--- src/rtl/dbg_hub.sv ---
// dbg_hub: routes host debug accesses to the internal CTL register file (segment 0) or to
// external segments. Reads are tracked in issue order with a per-head timeout. A run/halt/step
// FSM with a PC breakpoint controls the CPU clock enable.
module dbg_hub #(
    parameter int unsigned DATA_W     = 8,
    parameter int unsigned SEG_ADDR_W = 8,
    parameter int unsigned NUM_SEG    = 4,
    parameter int unsigned PC_W       = 12,
    parameter int unsigned MAX_OUTST  = 4,
    parameter int unsigned TIMEOUT    = 15,
    parameter int unsigned STEP_CYC   = 8,
    localparam int unsigned SEG_W     = $clog2(NUM_SEG)
) (
    input  logic                        clk,
    input  logic                        rst_n,
    input  logic [SEG_W+SEG_ADDR_W-1:0] dbg_addr,
    input  logic                        dbg_wen,
    input  logic                        dbg_ren,
    input  logic [DATA_W-1:0]           dbg_wdata,
    output logic [DATA_W-1:0]           dbg_rdata,
    output logic                        dbg_rdata_vld,
    output logic                        dbg_busy,
    output logic [SEG_ADDR_W-1:0]       seg_addr,
    output logic [DATA_W-1:0]           seg_wdata,
    output logic [NUM_SEG-1:0]          seg_wen,
    output logic [NUM_SEG-1:0]          seg_ren,
    input  logic [NUM_SEG*DATA_W-1:0]   seg_rdata,
    input  logic [NUM_SEG-1:0]          seg_rdata_vld,
    input  logic [PC_W-1:0]             pc,
    output logic                        cpu_en,
    output logic                        cpu_rst
);

    localparam int unsigned PTR_W = $clog2(MAX_OUTST);
    localparam int unsigned AGE_W = $clog2(TIMEOUT + 1);
    localparam int unsigned CNT_W = $clog2(STEP_CYC + 1);

    localparam logic [SEG_ADDR_W-1:0] AddrSysRst = SEG_ADDR_W'(0);
    localparam logic [SEG_ADDR_W-1:0] AddrRunCtl = SEG_ADDR_W'(1);
    localparam logic [SEG_ADDR_W-1:0] AddrBpLo   = SEG_ADDR_W'(2);
    localparam logic [SEG_ADDR_W-1:0] AddrBpHi   = SEG_ADDR_W'(3);
    localparam logic [SEG_ADDR_W-1:0] AddrStatus = SEG_ADDR_W'(4);
    localparam logic [SEG_ADDR_W-1:0] AddrPcLo   = SEG_ADDR_W'(5);
    localparam logic [SEG_ADDR_W-1:0] AddrPcHi   = SEG_ADDR_W'(6);

    localparam logic [DATA_W-1:0] TimeoutData  = DATA_W'(8'hDE);
    localparam logic [DATA_W-1:0] UnmappedData = DATA_W'(8'hAA);

    typedef enum logic [1:0] {
        StHalt = 2'd0,
        StRun  = 2'd1,
        StStep = 2'd2
    } state_e;

    // Address decode
    logic [SEG_W-1:0]      dec_seg;
    logic [SEG_ADDR_W-1:0] dec_addr;
    logic                  is_ctl;
    logic                  ctl_wr;
    logic                  runctl_wr;
    logic                  status_wr;

    assign dec_seg   = dbg_addr[SEG_ADDR_W +: SEG_W];
    assign dec_addr  = dbg_addr[SEG_ADDR_W-1:0];
    assign is_ctl    = (dec_seg == '0);
    assign ctl_wr    = dbg_wen && is_ctl;
    assign runctl_wr = ctl_wr && (dec_addr == AddrRunCtl);
    assign status_wr = ctl_wr && (dec_addr == AddrStatus);
    assign seg_addr  = dec_addr;
    assign seg_wdata = dbg_wdata;

    // CTL and FSM state
    state_e            state_q, state_d;
    logic [CNT_W-1:0]  step_cnt_q, step_cnt_d;
    logic              arm_q;
    logic              cpu_rst_q;
    logic              bp_en_q;
    logic [PC_W-1:0]   bp_q;
    logic              err_q, err_d;
    logic              bp_hit_q, bp_hit_d;
    logic              bp_hit_set;
    logic              bp_match;

    // Read FIFO
    logic [SEG_W-1:0]     fifo_seg_q  [MAX_OUTST];
    logic [DATA_W-1:0]    fifo_data_q [MAX_OUTST];
    logic [MAX_OUTST-1:0] fifo_have_q;
    logic [PTR_W-1:0]     wr_ptr_q, rd_ptr_q;
    logic [PTR_W:0]       count_q;
    logic [AGE_W-1:0]     age_q;

    logic                 full;
    logic                 head_valid;
    logic [SEG_W-1:0]     head_seg;
    logic                 head_have;
    logic                 head_ext;
    logic                 head_hit;
    logic                 head_timeout;
    logic                 stray;
    logic                 pop;
    logic                 push;
    logic                 drop;
    logic [NUM_SEG-1:0]   exp_vld;
    logic [DATA_W-1:0]    ctl_rdata;
    logic [DATA_W-1:0]    pop_data;

    logic [DATA_W-1:0]    dbg_rdata_q;
    logic                 dbg_rdata_vld_q;

    assign full       = (count_q == (PTR_W + 1)'(MAX_OUTST));
    assign head_valid = (count_q != '0);
    assign head_seg   = fifo_seg_q[rd_ptr_q];
    assign head_have  = fifo_have_q[rd_ptr_q];
    assign head_ext   = head_valid && !head_have && (head_seg != '0);
    assign head_hit   = head_ext && seg_rdata_vld[head_seg];
    assign head_timeout = head_valid && !head_have && !head_hit &&
                          (age_q == AGE_W'(TIMEOUT - 1));
    assign pop        = head_valid && (head_have || head_hit || head_timeout);
    // A full FIFO still accepts a read in the same cycle its head leaves.
    assign push       = dbg_ren && (!full || pop);
    assign drop       = dbg_ren && !push;
    assign dbg_busy   = full;

    // One-hot strobes to external segments; dropped reads are not forwarded.
    always_comb begin
        seg_wen = '0;
        seg_ren = '0;
        if (!is_ctl) begin
            seg_wen = dbg_wen ? (NUM_SEG'(1) << dec_seg) : '0;
            seg_ren = push ? (NUM_SEG'(1) << dec_seg) : '0;
        end
    end

    // Any valid other than the head's own expected response is a protocol error.
    always_comb begin
        exp_vld = '0;
        if (head_ext) begin
            exp_vld[head_seg] = 1'b1;
        end
        stray = |(seg_rdata_vld & ~exp_vld & ~NUM_SEG'(1));
    end

    // CTL register read mux, sampled into the FIFO entry at issue.
    always_comb begin
        ctl_rdata = UnmappedData;
        case (dec_addr)
            AddrSysRst: ctl_rdata = DATA_W'(cpu_rst_q);
            AddrRunCtl: ctl_rdata = DATA_W'({bp_en_q, 1'b0, state_q == StRun});
            AddrBpLo:   ctl_rdata = DATA_W'(bp_q[7:0]);
            AddrBpHi:   ctl_rdata = DATA_W'(bp_q[PC_W-1:8]);
            AddrStatus: ctl_rdata = DATA_W'({err_q, bp_hit_q, state_q});
            AddrPcLo:   ctl_rdata = DATA_W'(pc[7:0]);
            AddrPcHi:   ctl_rdata = DATA_W'(pc[PC_W-1:8]);
            default:    ;
        endcase
    end

    // Data for the entry leaving the FIFO head.
    always_comb begin
        pop_data = TimeoutData;
        if (head_have) begin
            pop_data = fifo_data_q[rd_ptr_q];
        end else if (head_hit) begin
            pop_data = seg_rdata[head_seg*DATA_W +: DATA_W];
        end
    end

    // FIFO payload storage; only read while the entry is valid, so no reset.
    always_ff @(posedge clk) begin
        if (push) begin
            fifo_seg_q[wr_ptr_q]  <= dec_seg;
            fifo_data_q[wr_ptr_q] <= ctl_rdata;
            fifo_have_q[wr_ptr_q] <= is_ctl;
        end
    end

    // FIFO pointers, head age and registered read return.
    always_ff @(posedge clk or negedge rst_n) begin
        if (!rst_n) begin
            wr_ptr_q        <= '0;
            rd_ptr_q        <= '0;
            count_q         <= '0;
            age_q           <= '0;
            dbg_rdata_q     <= '0;
            dbg_rdata_vld_q <= 1'b0;
        end else begin
            if (push) wr_ptr_q <= wr_ptr_q + PTR_W'(1);
            if (pop)  rd_ptr_q <= rd_ptr_q + PTR_W'(1);
            count_q <= count_q + (PTR_W + 1)'(push) - (PTR_W + 1)'(pop);
            age_q   <= (pop || !head_valid) ? '0 : age_q + AGE_W'(1);
            dbg_rdata_vld_q <= pop;
            if (pop) dbg_rdata_q <= pop_data;
        end
    end

    assign dbg_rdata     = dbg_rdata_q;
    assign dbg_rdata_vld = dbg_rdata_vld_q;

    // Breakpoint is masked on the first cycle out of HALT so a restart steps past it.
    assign bp_match = bp_en_q && (pc == bp_q) && !arm_q;

    // Run FSM next state and CPU clock enable.
    always_comb begin
        state_d    = state_q;
        step_cnt_d = step_cnt_q;
        bp_hit_set = 1'b0;
        cpu_en     = 1'b0;
        unique case (state_q)
            StHalt: begin
                if (runctl_wr && dbg_wdata[0]) begin
                    state_d = StRun;
                end else if (runctl_wr && dbg_wdata[1]) begin
                    state_d    = StStep;
                    step_cnt_d = CNT_W'(STEP_CYC - 1);
                end
            end
            StRun: begin
                cpu_en = !bp_match;
                if (bp_match) begin
                    state_d    = StHalt;
                    bp_hit_set = 1'b1;
                end else if (runctl_wr && !dbg_wdata[0]) begin
                    state_d = StHalt;
                end
            end
            StStep: begin
                cpu_en     = 1'b1;
                step_cnt_d = step_cnt_q - CNT_W'(1);
                if (step_cnt_q == '0) state_d = StHalt;
            end
            default: state_d = StHalt;
        endcase
        if (cpu_rst_q) begin
            state_d    = StHalt;
            cpu_en     = 1'b0;
            bp_hit_set = 1'b0;
        end
    end

    // Sticky status flags: set beats a simultaneous write-1-to-clear.
    always_comb begin
        err_d    = err_q;
        bp_hit_d = bp_hit_q;
        if (status_wr && dbg_wdata[3]) err_d    = 1'b0;
        if (status_wr && dbg_wdata[2]) bp_hit_d = 1'b0;
        if (drop || head_timeout || stray) err_d = 1'b1;
        if (bp_hit_set) bp_hit_d = 1'b1;
    end

    // FSM and CTL register state.
    always_ff @(posedge clk or negedge rst_n) begin
        if (!rst_n) begin
            state_q    <= StHalt;
            step_cnt_q <= '0;
            arm_q      <= 1'b1;
            cpu_rst_q  <= 1'b1;
            bp_en_q    <= 1'b0;
            bp_q       <= '0;
            err_q      <= 1'b0;
            bp_hit_q   <= 1'b0;
        end else begin
            state_q    <= state_d;
            step_cnt_q <= step_cnt_d;
            arm_q      <= (state_q == StHalt);
            err_q      <= err_d;
            bp_hit_q   <= bp_hit_d;
            if (ctl_wr && dec_addr == AddrSysRst) cpu_rst_q <= dbg_wdata[0];
            if (runctl_wr && state_q != StStep)   bp_en_q   <= dbg_wdata[2];
            if (ctl_wr && dec_addr == AddrBpLo)   bp_q[7:0] <= dbg_wdata[7:0];
            if (ctl_wr && dec_addr == AddrBpHi)   bp_q[PC_W-1:8] <= dbg_wdata[PC_W-9:0];
        end
    end

    assign cpu_rst = cpu_rst_q;

endmodule

--- config.mk ---
export PLATFORM = sky130hd
export DESIGN_NAME = dbg_hub
export DESIGN_NICKNAME = d
export VERILOG_FILES = /design/src/rtl/dbg_hub.sv
export SDC_FILE = /design/constraint.sdc
export NUM_CORES = 1
export LEC_CHECK = 0
export ABC_AREA = 0
export CAP_MARGIN = 20
export CORE_ASPECT_RATIO = 0.8
export CORE_MARGIN = 2
export CORE_UTILIZATION = 45
export CTS_CLUSTER_DIAMETER = 60
export DETAILED_ROUTE_END_ITERATION = 10
export PLACE_DENSITY_LB_ADDON = 0.05
export SYNTH_ARGS = -nofsm -noshare
export SYNTH_HDL_FRONTEND = slang
export SYNTH_SLANG_ARGS = --single-unit
export TNS_END_PERCENT = 30
--- constraint.sdc ---
create_clock -name clk -period 3.89 [get_ports clk]
set_input_delay 1.167 -clock clk [delete_from_list [all_inputs] [get_ports clk]]
set_output_delay 1.167 -clock clk [all_outputs]
set_load 0.02 [all_outputs]
==> impl_metrics.csv, run 1 <==
group,metric,value,unit
global_route,grt_max_degree,44,
critical_path,cp-startpoint,"seg_rdata_vld[3]",
placed_design,dp.cells,629,
synth,ys_seq_elements,87,
global_route,met1_usage,0.256,
detailed_routing,drc_errors,0,
critical_path,worst-path-max-fanout,4,
detailed_routing,dr_total_vias,3378,
sta,post-route-period-util,0.999,
detailed_routing,wl_per_cell,16.1,um
critical_path,r2r_start,"rd_ptr_q[0]",
finish,areaGrowthSynthToFinish,32.7,%
clock_tree,cts_sinks,87,
global_route,track_usage,0.198,
worst_hold_path,hp-class,"reg2reg",
critical_path,startpoint_type,"input pin",
global_route,grt_pass1_vias,3370,
detailed_routing,drt_iter0_drc,164,
global_route,gr-max-usage-layer,"met2",
critical_path,r2r_end,"count_q[2]",
finish,final_common_cell,"clkdlybuf4s50_1",
sta,skew,0.00644,ns
synth,synthFlopType,"edfxtp_1",
clock_tree,cts_tree,"done",
finish,layout-drive-gt1-share,0.166,
global_route,antenna_found_initial,0,
floorplanning,rows,33,
global_route,grt_use_met3,0.0538,
critical_path,crit_arrival,2.72,ns
clock_tree,numCtsBuffers,9,
synth,synth.area.top_cells,"edfxtp_1 (28%), dfrtp_1 (22%), mux4_2 (5.8%), mux2i_1 (3.9%), mux2_2 (3.4%)",
finish,final_cell_mix,"clkdlybuf4s50_1 (94), edfxtp_1 (44), dfrtp_1 (41)",
placed_design,place.gp.congestion,0.805,
floorplanning,core,10200,um2
global_route,met2_usage,0.334,
clock_tree,ctsHoldBuffers,0,
placed_design,io_buffers,100,
sta,tightest_slew,0.499,ns
floorplanning,fp.dieW,118,um
critical_path,worstRegToRegCells,12,
clock_tree,worst_skew_pair.late_latency,0.34,ns
critical_path,critical_path_class,"in2out",
synth,syn_inst,396,
clock_tree,clk_pin_slew,0.06,ns
sta,relSlewSlack,0.664,
critical_path,critPathCaptureType,"primary output",
clock_tree,cts-root-buf,"clkbuf_16",
power,vdd_drop_max,237,uV
synth,post-synth-top-area-fraction,0.283,
clock_tree,cts_buffer_depth,2,
critical_path,crit_required,2.72,ns
floorplanning,die_area,11200,um2
placed_design,dp.final_hpwl,7.63,mm
synth,netlist_area,4670,um2
detailed_routing,firstDrtPassIters,5,
synth,yosysWarnings,0,
finish,nets,584,
sta,slew_violations,0,
finish,stdcell_count,647,
detailed_routing,via_per_inst,5.22,
synth,synth_edf_count,44,
sta,finalSetupViolCount,0,
sta,fmax,0.257,GHz
sta,rsz0062_at_grt,"true",
detailed_routing,drt_wl_total,10.4,mm
finish,fin_area,6200,um2
detailed_routing,ant_nets,0,
power,cellPowerDensity,642,nW/um2
synth,synth-async-reset-ratio,0.494,
clock_tree,htree_levels,3,
synth,yosysSeqAreaShare,0.513,
outcome,outcome,"complete, no violations",
synth,synth_area_leader_cell,"edfxtp_1",
flow_run,drv_cap,0,
critical_path,rrSetupSlack,0.76,ns
critical_path,cp-endpoint,"seg_ren[1]",
placed_design,place_area,5830,um2
global_route,grt_pass1_wl,17.3,mm
synth,syn_avg_cell_area,11.8,um2
finish,diodes,0,
sta,period_needed,3.89,ns
floorplanning,dieHeight,95.2,um
power,p_total,3.98,mW
synth,yosysUniqueCellTypes,57,
power,p_leak,2.49,nW
floorplanning,start_util,0.458,
floorplanning,io-pin-count,106,
sta,hold_violations,0,
global_route,overflow,0,
-- worst min-delay path by stage --
stage	startpoint	to	slack [ns]	cells after the start
CTS	dbg_rdata[3]	dbg_rdata[3]	0.48	2
global route	dbg_rdata[5]	dbg_rdata[5]	0.50	1
global placement	dbg_rdata[3]	dbg_rdata[3]	0.46	2
finish	dbg_rdata[1]	dbg_rdata[1]	0.48	2
detailed placement	dbg_rdata[3]	dbg_rdata[3]	0.47	2
floorplan	age_q[0]	age_q[0]	0.45	1
-- logic make-up after synthesis --
| group | Yosys count | share of synthesized area |
|---|---|---|
| AND/OR/NAND/NOR | 102 | 0.111 |
| flip-flops | 87 | 0.513 |
| AO/OA/AOI/OAI | 74 | 0.107 |
| buffers and inverters | 55 | 0.0621 |
| multiplexers | 46 | 0.137 |
| XOR/XNOR | 19 | 0.0356 |
| adder cells (fa/ha/maj) | 12 | 0.0337 |
| other | 1 | 0.000802 |
-- synthesized netlist by cell type (3+ instances only) --
| cell type | number |
|---|---|
| buf_4 | 19 |
| xnor2_1 | 5 |
| mux4_2 | 12 |
| nor3_1 | 5 |
| o21ai_0 | 19 |
| nand4_1 | 5 |
| clkbuf_1 | 7 |
| nand2_1 | 28 |
| nor2b_1 | 10 |
| o21a_1 | 3 |
| a211oi_1 | 6 |
| xor2_1 | 14 |
| mux2_2 | 14 |
| nor3b_1 | 6 |
| ha_1 | 11 |
| nor2_1 | 22 |
| a21oi_1 | 15 |
| o22ai_1 | 8 |
| nand2b_1 | 3 |
| dfrtp_1 | 41 |
| buf_2 | 4 |
| o211ai_1 | 3 |
| edfxtp_1 | 44 |
| nand3_1 | 9 |
| inv_1 | 21 |
| mux2i_1 | 18 |
-- critical path, stage by stage --
cell             delay (ns)
clkdlybuf4s50_1        0.44
mux2_4                 0.28
a22o_4                 0.27
o21ai_4                0.18
nor3b_1                0.07
clkdlybuf4s15_1        0.29
-- state kept, by name (all words and copies together) (netlist names), 2 cells and up --
signal / flops
bp_q: 12
wr_ptr_q: 2
fifo_have_q: 4
step_cnt_q: 4
count_q: 3
dbg_rdata: 8
age_q: 4
rd_ptr_q: 2
fifo_seg_q: 8
state_q: 2
fifo_data_q: 32
-- final cells by class --
| cell class | count | area, um2 |
|---|---|---|
| well taps | 140 | 175 |
| repair buffers | 127 | 1200 |
| fillers | 887 | 3990 |
| flip-flops and latches | 87 | 2400 |
| inverters | 22 | 82.6 |
| clock inverters | 7 | 128 |
| clock buffers | 9 | 225 |
| multi-input cells | 255 | 1990 |
-- where the power goes --
group	switching, mW	internal (mW)
Clock	0.366	0.637
Combinational	0.876	0.786
Sequential	0.114	1.20
-- layer usage --
metal	up-vias	routed length, um
met5	-	0
met4	0	97
met3	8	558
met2	107	4880
met1	1625	4850
li1	1638	-
-- through the flow --
step	setup slack [ns]	hold slack [ns]	utilization	setup TNS [ns]
after CTS	0.00169	0.484	0.606	0
after detailed placement	-0.438	0.470	0.572	-1.23
after global placement	-0.416	0.462	0.572	-1.20
final	0.00339	0.481	0.608	0
after floorplan	0.591	0.454	-	0
after global routing	-0.0437	0.505	0.608	-0.125
-- what timing repair did --
action                     in CTS  in global routing
pin swaps                       4                  0
resized for setup              12                  2
setup endpoints to repair       4                  4
buffers inserted                1                  0
(Power assumes the default switching activity.)
==> run 2: changes to the inputs <==
--- a/config.mk
+++ b/config.mk
@@ -6,11 +6,12 @@
 export NUM_CORES = 1
 export LEC_CHECK = 0
 export ABC_AREA = 0
-export CAP_MARGIN = 20
+export CAP_MARGIN = 0
 export CORE_ASPECT_RATIO = 0.8
 export CORE_MARGIN = 2
 export CORE_UTILIZATION = 45
 export CTS_CLUSTER_DIAMETER = 60
+export CTS_CLUSTER_SIZE = 16
 export DETAILED_ROUTE_END_ITERATION = 10
 export PLACE_DENSITY_LB_ADDON = 0.05
 export SYNTH_ARGS = -nofsm -noshare
==> run 2 against run 1 <==
Sequential share of layout area rose by 0.13 points. Cell area fell by 0.32%. Hold slack improved by 0.00094 ns. Final cell count fell by 0.15%. Critical endpoint unchanged. Sequential power barely moved. First-iteration DRC count fell by 13%. Routed wire length rose by 0.11%. Die area did not move.
==> impl_metrics.csv, run 2 (synthesized netlist as in run 1, its figures left out) <==
group,metric,value,unit
floorplanning,dieHeight,95.2,um
clock_tree,worst_skew_pair.late_latency,0.34,ns
sta,slew_violations,0,
detailed_routing,drt_iter0_drc,143,
detailed_routing,wl_per_cell,16.1,um
sta,fmax,0.257,GHz
placed_design,io_buffers,100,
sta,holdWs,0.482,ns
critical_path,critical_path_class,"in2out",
power,cellPowerDensity,644,nW/um2
global_route,grt_pass1_wl,17.3,mm
clock_tree,htree_levels,3,
critical_path,r2r_start,"rd_ptr_q[0]",
clock_tree,cts-root-buf,"clkbuf_16",
floorplanning,start_util,0.458,
critical_path,cp-startpoint,"seg_rdata_vld[3]",
clock_tree,cts_sinks,87,
floorplanning,core,10200,um2
global_route,antenna_found_initial,0,
finish,nFillCells,889,
sta,fin_setup_tns,0,ns
detailed_routing,firstDrtPassIters,4,
critical_path,crit_chain,"clkdlybuf4s50_1 > mux2_4 > a22o_4 > o21ai_4 > nor3b_1 > clkdlybuf4s15_1",
finish,nets,583,
sta,rsz0062_at_grt,"true",
global_route,grt_pass1_vias,3370,
placed_design,place.gp.congestion,0.805,
finish,diodes,0,
critical_path,critPathCaptureType,"primary output",
sta,tightest_slew,1.02,ns
critical_path,slowest_stage,"clkdlybuf4s50_1",
sta,hold_violations,0,
critical_path,cp_slowest_stage_delay,0.44,ns
detailed_routing,via_per_inst,5.25,
worst_hold_path,holdPathStages,2,
detailed_routing,dr_total_vias,3391,
finish,layout-drive-gt1-share,0.164,
sta,period_needed,3.89,ns
floorplanning,die_area,11200,um2
clock_tree,ctsHoldBuffers,0,
sta,relSlewSlack,0.322,
outcome,outcome,"complete, no violations",
critical_path,crit_arrival,2.72,ns
power,vdd_drop_max,237,uV
finish,final_common_cell,"clkdlybuf4s50_1",
global_route,track_usage,0.198,
placed_design,dp.final_hpwl,7.63,mm
critical_path,worst-path-max-fanout,4,
finish,reg.largest.list,"fifo_data_q (32), bp_q (12)",
power,p_leak,2.48,nW
clock_tree,cts_tree,"done",
finish,top_register,"fifo_data_q",
floorplanning,fp.dieW,118,um
critical_path,r2r_end,"count_q[2]",
detailed_routing,drc_errors,0,
sta,finalWorstSetupSlack,0.00328,ns
finish,areaGrowthSynthToFinish,32.3,%
critical_path,startpoint_type,"input pin",
clock_tree,numCtsBuffers,9,
finish,final_cell_mix,"clkdlybuf4s50_1 (94), edfxtp_1 (44), dfrtp_1 (41)",
finish,largest_reg_flops,32,
critical_path,rrSetupSlack,0.76,ns
sta,finalSetupViolCount,0,
critical_path,worstRegToRegCells,12,
critical_path,crit_required,2.72,ns
clock_tree,cts_buffer_depth,2,
flow_run,drv_cap,0,
detailed_routing,ant_nets,0,
finish,stdcell_count,646,
worst_hold_path,hold-path-endpoint,"dbg_rdata[1]",
placed_design,pre_cts_slack,-0.438,ns
detailed_routing,drt_wl_total,10.4,mm
clock_tree,clk_pin_slew,0.06,ns
worst_hold_path,hp-class,"reg2reg",
floorplanning,rows,33,
placed_design,dp.cells,629,
worst_hold_path,hp-start,"dbg_rdata[1]",
global_route,grt_max_degree,44,
floorplanning,io-pin-count,106,
sta,skew,0.00770,ns
finish,final_util,0.606,
global_route,overflow,0,
sta,post-route-period-util,0.999,
[run 2: cell count changes in the layout (fill, tap and decap cells not counted)]
| cell | change |
|---|---|
| buf_12 | -1 |
[run 2: per-layer routing]
layer,track usage,up-vias,wire length (um),share of wire
met3,0.0538,8,579,0.056
met4,0.0512,0,97,0.0093
met1,0.256,1636,4850,0.47
li1,-,1636,-,-
met5,0,-,0,0
met2,0.334,111,4870,0.47
[run 2: worst max-delay path: cells and delay by family]
| kind | cells | cell delay (ns) |
|---|---|---|
| mux | 1 | 0.28 |
| compound gates | 2 | 0.45 |
| simple gates | 1 | 0.07 |
| buf+inv | 2 | 0.73 |
[run 2: repair_timing]
item | in CTS | in global routing
gates resized for setup | 12 | 2
buffers inserted | 1 | 0
pin swaps | 4 | 0
endpoints found under the setup margin | 4 | 4
[run 2: how the worst max path moves through the flow]
stage	to	slack, ns	depth (start not counted)
final	seg_ren[1]	0.003	6
after global routing	cpu_en	-0.04	7
after CTS	seg_ren[2]	0.002	6
after detailed placement	cpu_en	-0.44	7
after global placement	cpu_en	-0.42	7
after floorplan	seg_ren[2]	0.59	4
[run 2: per-stage QoR]
step           instance area [um2]  power (mW)
2_1_floorplan                 4680        2.48
3_3_place_gp                  5830        2.97
3_5_place_dp                  5830        3.02
4_1_cts                       6180        4.03
5_1_grt                       6180        4.24
6_report                      6180        3.98
[run 2: power breakdown]
group	internal (mW)	leakage, nW	total (mW)	switching, mW
Combinational	0.784	1.37	1.66	0.875
Clock	0.637	0.173	1.00	0.367
Sequential	1.20	0.941	1.32	0.114
Total	2.62	2.48	3.98	1.36
[run 2: final cells by class]
type	count	area [um2]	share of cell area
clock buffers	9	225	0.0364
clock inverters	7	128	0.0206
inverters	22	82.6	0.0134
multi-input cells	255	1990	0.322
flip-flops and latches	87	2400	0.388
well taps	140	175	0.0283
repair buffers	126	1180	0.191
==> run 3: changes to the inputs <==
--- a/config.mk
+++ b/config.mk
@@ -7,10 +7,9 @@
 export LEC_CHECK = 0
 export ABC_AREA = 0
 export CAP_MARGIN = 0
-export CORE_ASPECT_RATIO = 0.8
 export CORE_MARGIN = 2
 export CORE_UTILIZATION = 45
-export CTS_CLUSTER_DIAMETER = 60
+export CTS_CLUSTER_DIAMETER = 80
 export CTS_CLUSTER_SIZE = 16
 export DETAILED_ROUTE_END_ITERATION = 10
 export PLACE_DENSITY_LB_ADDON = 0.05
==> run 3 against run 2 <==
Clock power shrank 16%. Routed wire length shrank 0.87%. Largest power group unchanged. Sequential share of layout area grew 0.53 points. Count of clock-buffer cells in the layout is the same. First-iteration DRC count shrank 12%. Flip-flop and latch count is the same. Die area is essentially flat. Fmax grew 1.4%.
==> impl_metrics.csv, run 3 (synthesized netlist as in run 1, its figures left out) <==
group,metric,value,unit
outcome,outcome,"complete, no violations",
power,clkPwrFrac,0.221,
sta,hold_violations,0,
global_route,track_usage,0.195,
clock_tree,cts_buffer_depth,2,
global_route,grt_pass1_vias,3439,
finish,diodes,0,
placed_design,dp.final_hpwl,7.80,mm
clock_tree,htree_levels,3,
detailed_routing,drt_wl_total,10.3,mm
sta,relSlewSlack,0.326,
detailed_routing,dr_total_vias,3349,
finish,layout-drive-gt1-share,0.172,
placed_design,place.gp.congestion,0.857,
global_route,met1_usage,0.247,
power,p_sw_frac,0.349,
sta,fin_setup_tns,0,ns
critical_path,worst-path-max-fanout,2,
detailed_routing,drt_iter0_drc,126,
floorplanning,io-pin-count,106,
clock_tree,numCtsBuffers,9,
sta,fmax,0.261,GHz
floorplanning,dieHeight,106,um
detailed_routing,via_per_inst,5.22,
floorplanning,die_area,11200,um2
sta,finalSetupViolCount,0,
floorplanning,core,10200,um2
global_route,met2_usage,0.335,
sta,post-route-period-util,0.986,
finish,final_cell_mix,"clkdlybuf4s50_1 (89), edfxtp_1 (44), dfrtp_1 (41)",
detailed_routing,ant_nets,0,
finish,final_common_cell,"clkdlybuf4s50_1",
clock_tree,post_cts_buffers,0,
global_route,gr-max-usage-layer,"met2",
placed_design,io_buffers,100,
sta,period_needed,3.83,ns
finish,nets,582,
clock_tree,worst_skew_pair.late_latency,0.35,ns
sta,rsz0062_at_grt,"true",
detailed_routing,drc_errors,0,
clock_tree,cts_tree,"done",
sta,tightest_slew,1.01,ns
clock_tree,ctsHoldBuffers,0,
clock_tree,cts_sinks,87,
power,cellPowerDensity,623,nW/um2
floorplanning,fp.dieW,106,um
clock_tree,clk_pin_slew,0.08,ns
sta,slew_violations,0,
flow_run,drv_cap,0,
finish,areaGrowthSynthToFinish,30.5,%
critical_path,crit_required,2.72,ns
floorplanning,rows,37,
global_route,overflow,0,
sta,finalWorstSetupSlack,0.0558,ns
power,power.internal,2.48,mW
power,power_frac_comb,0.433,
floorplanning,start_util,0.459,
clock_tree,cts-root-buf,"clkbuf_8",
detailed_routing,firstDrtPassIters,5,
placed_design,pre_cts_slack,-0.443,ns
power,vdd_drop_max,303,uV
global_route,grt_max_degree,44,
global_route,antenna_found_initial,0,
worst_hold_path,hp-class,"reg2reg",
global_route,grt_use_met3,0.0417,
critical_path,critPathCaptureType,"primary output",
power,p_sw,1.33,mW
finish,top_register,"fifo_data_q",
power,p_leak,2.48,nW
critical_path,crit_arrival,2.67,ns
sta,skew,0.0161,ns
global_route,grt_pass1_wl,17.0,mm
detailed_routing,wl_per_cell,16.1,um
critical_path,startpoint_type,"input pin",
critical_path,critical_path_class,"in2out",
finish,reg.largest.list,"fifo_data_q (32), bp_q (12)",
finish,largest_reg_flops,32,
power,seqPwrFrac,0.346,
-- run 3: cell count changes in the layout (fill, tap and decap cells not counted), moves of 2 or more --
cell and change:
dlymetal6s2s_1 +3, dlygate4sd2_1 +2, clkbuf_16 -9, buf_2 +2
clkbuf_8 +9, clkdlybuf4s15_1 -2, clkdlybuf4s50_1 -5
-- run 3: power groups by stage --
stage / registers [mW] / logic, mW / clock network (mW)
after floorplan: 1.37 / 1.11 / 0
after CTS: 1.32 / 1.67 / 0.857
after detailed placement: 1.34 / 1.67 / 0
final: 1.32 / 1.65 / 0.839
after global placement: 1.33 / 1.63 / 0
after global routing: 1.35 / 1.81 / 0.909
-- run 3: worst paths after layout --
check	startpoint	endpoint	slack, ns	depth (start not counted)
min in group asynchronous	rst_n	age_q[0]	0.98	1
worst min-delay path	dbg_rdata[2]	dbg_rdata[2]	0.48	2
worst max register to register	rd_ptr_q[0]	count_q[2]	0.66	12
max in group asynchronous	rst_n	bp_q[11]	2.28	1
worst min register to register	dbg_rdata[2]	dbg_rdata[2]	0.48	2
worst max-delay path	pc[6]	cpu_en	0.06	7
-- run 3: critical path, cell delays in order --
cell	delay, ns
clkdlybuf4s50_1	0.45
xor2_1	0.18
nor3_2	0.24
nand4_1	0.20
a21oi_2	0.21
nor3b_1	0.06
buf_2	0.16
-- run 3: metrics by stage --
| step | std cells | util | instance area [um2] | hold slack, ns | total power [mW] |
|---|---|---|---|---|---|
| global route | 641 | 0.599 | 6100 | 0.522 | 4.07 |
| detailed placement | 625 | 0.572 | 5820 | 0.471 | 3.01 |
| floorplan | 397 | - | 4680 | 0.454 | 2.48 |
| finish | 641 | 0.599 | 6100 | 0.483 | 3.80 |
| global placement | 625 | 0.572 | 5820 | 0.462 | 2.96 |
| CTS | 641 | 0.599 | 6100 | 0.491 | 3.85 |
-- run 3: layout make-up --
type | instances | area (um2)
fill | 835 | 4080
sequential | 87 | 2400
multi-input combinational | 255 | 2010
timing repair buffer | 125 | 1170
tap | 136 | 170
clock inverter | 7 | 149
clock buffer | 9 | 124
inverter | 22 | 82.6
-- run 3: metal layers --
metal	wire length (um)	vias to the layer above
li1	-	1631
met1	4570	1598
met2	5100	107
met3	498	13
met4	131	0
met5	0	-
-- run 3: timing repair --
item                                   in CTS  in global routing
pin swaps                                   3                  4
endpoints found under the hold margin       0                  0
gates resized for setup                    19                  9
setup endpoints to repair                   4                  4
